`src/rtl/alu_main_if.sv`:
```
// -----------------------------------------------------------------------------
// alu_main_if
// Purpose : groups the control, operand and result signals of the registered
//           8-bit ALU so they travel as one bundle. Clock and reset are not
//           part of the bundle.
// Signals : on        - enable; low forces the controller to OFF
//           in_sel    - [2]=persist, [1]=load, [0]=soft clear
//           num1/num2 - operand inputs
//           out_sel   - one-hot operation select (lowest set bit wins)
//           out       - registered ALU result
//           currState - registered controller state
//           nextState - combinational next controller state
// Modports: master - drives control/operands, observes results (stimulus side)
//           slave  - the ALU itself
// -----------------------------------------------------------------------------
interface alu_main_if;
   logic       on;
   logic [2:0] in_sel;
   logic [7:0] num1;
   logic [7:0] num2;
   logic [6:0] out_sel;
   logic [7:0] out;
   logic [1:0] currState;
   logic [1:0] nextState;

   modport master (
      output on, in_sel, num1, num2, out_sel,
      input  out, currState, nextState
   );

   modport slave (
      input  on, in_sel, num1, num2, out_sel,
      output out, currState, nextState
   );
endinterface : alu_main_if

```
`src/rtl/alu_main.sv`:
```
// -----------------------------------------------------------------------------
// alu_main
// Purpose : 8-bit registered ALU driven by a 2-bit controller. Operands are
//           captured into internal registers on a load, and the result register
//           is refreshed every edge according to the controller's next state:
//             OFF     -> 0
//             IDLE    -> f(A,B) with the current out_sel (0 on soft clear)
//             LOAD    -> f(num1,num2), and A/B capture num1/num2
//             PERSIST -> hold
// Ports   : clk  - system clock, all state updates on the rising edge
//           rst  - synchronous, active-high reset
//           bus  - alu_main_if.slave (on, in_sel, num1, num2, out_sel in;
//                  out, currState, nextState out)
// Latency : a result is visible on out one edge after its inputs are sampled.
// -----------------------------------------------------------------------------
module alu_main (
   input  logic       clk,
   input  logic       rst,
   alu_main_if.slave  bus
);

   typedef enum logic [1:0] {
      OFF     = 2'b00,
      IDLE    = 2'b01,
      LOAD    = 2'b10,
      PERSIST = 2'b11
   } state_t;

   state_t     state_q;
   state_t     state_d;
   logic [7:0] a_q;
   logic [7:0] a_d;
   logic [7:0] b_q;
   logic [7:0] b_d;
   logic [7:0] out_q;
   logic [7:0] out_d;
   logic       soft_clr;
   logic [7:0] f_stored;
   logic [7:0] f_inputs;

   // Operation decode. out_sel is nominally one-hot; when several bits are set
   // the lowest one wins, and an all-zero select yields zero. Arithmetic is
   // modulo 256 because the result is simply truncated to 8 bits.
   function automatic logic [7:0] alu_f(input logic [6:0] sel,
                                        input logic [7:0] x,
                                        input logic [7:0] y);
      logic [7:0] r;
      r = 8'h00;
      if (sel[0])      r = x + y;
      else if (sel[1]) r = x - y;
      else if (sel[2]) r = x & y;
      else if (sel[3]) r = x | y;
      else if (sel[4]) r = x ^ y;
      else if (sel[5]) r = ~x;
      else if (sel[6]) r = {x[6:0], 1'b0};
      return r;
   endfunction

   assign f_stored = alu_f(bus.out_sel, a_q, b_q);
   assign f_inputs = alu_f(bus.out_sel, bus.num1, bus.num2);

   // Soft clear only counts while enabled and not in reset; both rst and on=0
   // take priority over every in_sel bit.
   assign soft_clr = !rst && bus.on && bus.in_sel[0];

   // ---------------------------------------------------------------------
   // Next-state logic. The same priority applies from every current state,
   // so the present state does not enter the decision.
   // ---------------------------------------------------------------------
   always_comb begin
      state_d = IDLE;
      if (rst)                 state_d = OFF;
      else if (!bus.on)        state_d = OFF;
      else if (bus.in_sel[0])  state_d = IDLE;
      else if (bus.in_sel[1])  state_d = LOAD;
      else if (bus.in_sel[2])  state_d = PERSIST;
      else                     state_d = IDLE;
   end

   // ---------------------------------------------------------------------
   // Operand and result next values, all keyed off the next state so that the
   // registered outputs describe the state being entered on this edge.
   // ---------------------------------------------------------------------
   always_comb begin
      a_d   = a_q;
      b_d   = b_q;
      out_d = out_q;

      // Operands survive OFF (on=0); only reset or soft clear wipes them.
      if (rst || soft_clr) begin
         a_d = 8'h00;
         b_d = 8'h00;
      end else if (state_d == LOAD) begin
         a_d = bus.num1;
         b_d = bus.num2;
      end

      case (state_d)
         OFF:     out_d = 8'h00;
         IDLE:    out_d = soft_clr ? 8'h00 : f_stored;
         LOAD:    out_d = f_inputs;
         PERSIST: out_d = out_q;
         default: out_d = 8'h00;
      endcase
   end

   // Reset is repeated explicitly here even though state_d/out_d already
   // resolve to OFF/0 under rst, so the register reset values are obvious.
   always_ff @(posedge clk) begin
      if (rst) begin
         state_q <= OFF;
         a_q     <= 8'h00;
         b_q     <= 8'h00;
         out_q   <= 8'h00;
      end else begin
         state_q <= state_d;
         a_q     <= a_d;
         b_q     <= b_d;
         out_q   <= out_d;
      end
   end

   assign bus.out       = out_q;
   assign bus.currState = state_q;
   assign bus.nextState = state_d;

endmodule : alu_main

```
`src/flat_wrapper.sv`:
```
// flat-port wrapper written by rule: the top's interface ports become plain ports
module alu_main_flat 
  (clk, rst, bus_on, bus_in_sel, bus_num1, bus_num2, bus_out_sel, bus_out, bus_currState, bus_nextState);
  alu_main_if bus_i ();
  input  logic clk;
  input  logic rst;
  input wire logic [$bits(bus_i.on)-1:0] bus_on;
  input wire logic [$bits(bus_i.in_sel)-1:0] bus_in_sel;
  input wire logic [$bits(bus_i.num1)-1:0] bus_num1;
  input wire logic [$bits(bus_i.num2)-1:0] bus_num2;
  input wire logic [$bits(bus_i.out_sel)-1:0] bus_out_sel;
  output wire logic [$bits(bus_i.out)-1:0] bus_out;
  output wire logic [$bits(bus_i.currState)-1:0] bus_currState;
  output wire logic [$bits(bus_i.nextState)-1:0] bus_nextState;
  assign bus_i.on = bus_on;
  assign bus_i.in_sel = bus_in_sel;
  assign bus_i.num1 = bus_num1;
  assign bus_i.num2 = bus_num2;
  assign bus_i.out_sel = bus_out_sel;
  assign bus_out = bus_i.out;
  assign bus_currState = bus_i.currState;
  assign bus_nextState = bus_i.nextState;
  alu_main u_core (.clk(clk), .rst(rst), .bus(bus_i));
endmodule
```
`config.mk`:
```
export PLATFORM = sky130hd
export DESIGN_NAME = alu_main_flat
export DESIGN_NICKNAME = d
export VERILOG_FILES = /design/src/rtl/alu_main_if.sv /design/src/rtl/alu_main.sv /design/src/flat_wrapper.sv
export SDC_FILE = /design/constraint.sdc
export NUM_CORES = 1
export LEC_CHECK = 0
export ABC_AREA = 1
export CAP_MARGIN = 5
export CORE_ASPECT_RATIO = 0.6
export CORE_MARGIN = 3
export CORE_UTILIZATION = 40
export DETAILED_ROUTE_END_ITERATION = 8
export DONT_BUFFER_PORTS = 1
export GPL_ROUTABILITY_DRIVEN = 0
export SLEW_MARGIN = 20
export SYNTH_ARGS = -nofsm -noshare
export SYNTH_HDL_FRONTEND = slang
export SYNTH_SLANG_ARGS = --single-unit
```
`constraint.sdc`:
```
create_clock -name clk -period 2 [get_ports clk]
set_clock_uncertainty 0.15 [all_clocks]
set_input_delay 0.2 -clock clk [delete_from_list [all_inputs] [get_ports clk]]
set_output_delay 0.2 -clock clk [all_outputs]
set_load 0.1 [all_outputs]
```
After elaboration in Yosys (flattened, before gate mapping) --
Cells that the tools add are included.
Storage, ports and cells: flip-flop bits (word level) 26, input bits 29, output and inout port bits 12
Cells by class: $add $sub $neg 4, equal/unequal tests 3, multiplexer cells 21, bitwise operators 8, reductions and logical operators 6
Operator list (count):
- 2-to-1 mux 8 bit | 15
- one-hot mux 8 bit (3 select lines) | 1
- adder 8 bit | 2
- bitwise AND 8 bit | 2
- NOT 8 bit | 2
- bitwise OR 8 bit | 2
- subtractor 8 bit | 2
- XOR 8 bit | 2
- 2-to-1 mux 2 bit | 5
- equality test 2 bit (second input constant) | 2
- equality test 2 x 1 -> 1 bit (second input constant) | 1
- logical AND 1 bit | 2
- zero test 2 bit | 1
- OR reduction 2 bit | 1
- zero test 1 bit | 1
- logical OR 1 bit | 1

Longest topological paths before layout --
depth in word-level cells 9, gate-level depth with buffers 16, gate-level depth less buffers 15

Worst setup path before layout --
OpenSTA, ideal clock, no wires.
path type input-to-reg, from input port rst, to register u_core.b_q[0], arrival time 4005 ps, slack -2212 ps, cell stages on the path 11, cell sequence buf_4 -> nor2_1 -> inv_1 -> nor3_1 -> ha_1 -> buf_2 -> buf_1 -> nand2_1 -> o21ai_0 -> nand2_1 -> inv_1
On the way: elaborated cells on any way between the ends 7
RTL lines:
- start: declaration | RTL line flat_wrapper.sv:6 | input logic rst;
- 2-to-1 mux 2 bit | RTL line alu_main.sv:72 | if (rst) state_d = OFF;
- via bus_nextState[1] | RTL line flat_wrapper.sv:14 | output wire logic [$bits(bus_i.nextState)-1:0] bus_nextState;
- equality test 2 bit | RTL line alu_main.sv:93 | end else if (state_d == LOAD) begin
- end signal: assignment | RTL line alu_main.sv:113 | b_q <= 8'h00;
- end signal: assignment | RTL line alu_main.sv:118 | b_q <= b_d;
- end: declaration | RTL line alu_main.sv:33 | logic [7:0] b_q;
The timed path passes the listed nets, and every way through them passes these cells. A chain may end at the register's enable or synchronous reset.

Final worst setup path --
from register u_core.a_q[0], to register u_core.out_q[6], in the netlist u_core.bus.out[6]
On the way: cells in the longest elaborated chain, start to end 5, elaborated cells on any way between the ends 6
RTL lines:
- start: declaration | RTL line alu_main.sv:31 | logic [7:0] a_q;
- start signal: assignment | RTL line alu_main.sv:112 | a_q <= 8'h00;
- start signal: assignment | RTL line alu_main.sv:117 | a_q <= a_d;
- subtractor 8 bit | RTL line alu_main.sv:50 | else if (sel[1]) r = x - y;
- 2-to-1 mux 8 bit | RTL line alu_main.sv:50
- 2-to-1 mux 8 bit (*) | RTL line alu_main.sv:49 | if (sel[0]) r = x + y;
- 2-to-1 mux 8 bit (*) | RTL line alu_main.sv:100 | IDLE: out_d = soft_clr ? 8'h00 : f_stored;
- one-hot mux 8 bit (3 select lines) (*) | RTL line alu_main.sv:98 | case (state_d)
- end signal: assignment | RTL line alu_main.sv:119 | out_q <= out_d;
- end: declaration | RTL line alu_main.sv:35 | logic [7:0] out_q;
Mark *: on every way between the ends. The rest lies on a longest branch, timed or not.

==> results_dict.tcl <==
set metrics [dict create \
    grt_pass1_wl_mm 20.4 \
    critical_path_class "register to register" \
    start_util 0.425 \
    area_growth_pct 25.3 \
    hold_ws_ns -0.172 \
    wl_per_cell_um 16.7 \
    io_pins 41 \
    drc_errors 0 \
    end_kind "register" \
    status "finished, violations left" \
    nets 774 \
    ys_async_sr_fraction 0 \
    hpwl_mm 10.3 \
    setup_viol 1 \
    io_buffers 0 \
    ys_types 35 \
    numCtsBuffers 3 \
    hp-start "rst" \
    path_max_fanout 3 \
    violations "hold timing, setup timing" \
    maxCapViolations 0 \
    yosysSeqAreaShare 0.139 \
    syn_area_per_cell_um2 5.90 \
    cts_hold_buf 13 \
    dr.pass1.iters 5 \
    dieHeight_um 80.9 \
    diodes 0 \
    ant_nets 0 \
    stdcell_area_mm2 0.00468 \
    pwr_density_cell_mw_per_mm2 371 \
    std_cell_rows 26 \
    grt-ovfl-total 0 \
    die_w_um 131 \
    layout_common_cells "173 x nand2_1, 90 x inv_1, 68 x buf_4, 67 x nand3_1, 46 x a21oi_1" \
    cts.htree.levels 1 \
    cts_tree "done" \
    startpoint "u_core.a_q[0]$_SDFFE_PP0N_" \
    synth-warning-count 0 \
    relSlewSlack 0.651 \
    clk_pin_slew_ns 0.07 \
    wirelength_mm 13.4 \
    p_leak_nw 2.41 \
    grt_max_degree 25 \
    worst_pin_slew_ns 0.524 \
    synth_area_leaders "nand2_1 18%, ha_1 17%, dfxtp_1 14%, inv_1 10%, nand3_1 9.4%" \
    final_common_cell "nand2_1" \
    core_area_mm2 0.00878 \
    drive_gt1_frac 0.210 \
    initialDrtViolationCount 470 \
    synth_flop_cell "dfxtp_1" \
    synth_top_cell_by_area "nand2_1" \
    antenna_found_initial 0 \
    fmax_mhz 498 \
    fillCellCount 933 \
    cts_buffer_depth 2 \
    placed_area_mm2 0.00426 \
    first_global_vias 3762 \
    min_period_over_period 1.00 \
    ys_ff_latch 26 \
    num_vias 4339 \
    reg2reg_from "u_core.a_q[0]$_SDFFE_PP0N_" \
    setup_slack_ns -0.00612 \
    worstPathRequired_ns 2.06 \
    synthCells 633 \
    netlist.area_leader.share 0.181 \
    syn_area_mm2 0.00374 \
    die_area_mm2 0.0106 \
    arrival_ns 2.07 \
    totalPowerFinal_mw 1.74 \
    ir_worst_vdd_uv 284 \
    hold_violations 8 \
    crit_path_start_kind "register" \
    rsz0062_at_grt "yes" \
    fin_crit_ns 2.01 \
    grt_use_total 0.252 \
    cts-root-buf "clkbuf_16" \
    vias_per_cell 5.41 \
    cts_num_sinks 26 \
    postLayoutCoreUtil 0.533 \
    synth_edf_count 0 \
    syn_nets 716 \
    slew_violations 0 \
    clk_latency_ns 0.27 \
    hold_class "primary input to register" \
]
[stage by stage]
step / setup slack (ns) / TNS, ns / std cells
after floorplan: -0.484 / -9.00 / 633
after global placement: -0.0444 / -0.0757 / 783
after detailed placement: -0.110 / -0.196 / 783
after CTS: -0.00354 / -0.00465 / 800
after global routing: -0.0960 / -0.349 / 802
final: -0.00612 / -0.00612 / 802
[cell type report]
type / instances / area, um2 / share of cell area
multi-input combinational: 474 / 2890 / 0.616
timing repair buffer: 81 / 641 / 0.137
sequential: 26 / 532 / 0.114
inverter: 105 / 397 / 0.0847
tap: 112 / 140 / 0.0299
clock buffer: 4 / 88.8 / 0.0190
[final timing paths]
check | end | slack [ns] | depth (start not counted)
min reg2reg | u_core.bus.out[0]$_SDFFE_PP0P_ | 0.31 | 2
min | u_core.bus.out[3]$_SDFFE_PP0P_ | -0.17 | 1
max | u_core.bus.out[6]$_SDFFE_PP0P_ | -0.006 | 13
max reg2reg | u_core.bus.out[6]$_SDFFE_PP0P_ | -0.006 | 13
[worst max-delay path: stages (launching register included)]
cell and delay [ns]:
dfxtp_2 0.34, inv_2 0.05, ha_4 0.16, fa_2 0.39, nand3b_1 0.18, nand2_2 0.09, nand2_1 0.05, nand2_1 0.07
a21oi_1 0.06, o21ai_1 0.09, nand2_1 0.06, nand3_1 0.07, nand2_1 0.08, a21oi_2 0.10
[cell families after synthesis]
family          share of synthesized area
compound gates                      0.169
buf+inv                             0.148
fa+ha+maj                           0.189
xor+xnor                           0.0164
flops                               0.139
simple gates                        0.338
[metal layers]
layer,global-route usage,share of wire,vias up
met4,0.0441,0.0089,0
met5,0,0,-
met1,0.399,0.49,1960
met3,0.0716,0.12,17
met2,0.331,0.38,225
li1,-,-,2137
[cell usage after synthesis (8+ instances only)]
| cell | instances |
|---|---|
| nand4_1 | 10 |
| clkbuf_1 | 8 |
| ha_1 | 50 |
| buf_2 | 11 |
| dfxtp_1 | 26 |
| nand2_1 | 180 |
| o21ai_0 | 36 |
| nand3_1 | 70 |
| o21ai_1 | 9 |
| a21oi_1 | 53 |
| nor2_1 | 26 |
| inv_1 | 102 |
[where the power goes]
group	switching, mW	total, mW	internal (mW)
combinational	0.427	0.689	0.262
sequential	0.00600	0.535	0.529
clock	0.208	0.516	0.308
[flip-flops by register name, indices dropped and copies added (netlist names)]
name / cells
u_core.a_q: 8
u_core.bus.currState: 2
u_core.b_q: 8
u_core.bus.out: 8
[timing repair]
action	CTS	global route
resized for setup	9	51
pin swaps	2	22
endpoints found under the setup margin	6	7
hold endpoints to repair	20	8
gates cloned	0	0
buffers inserted	0	2
(Power assumes the default switching activity.)
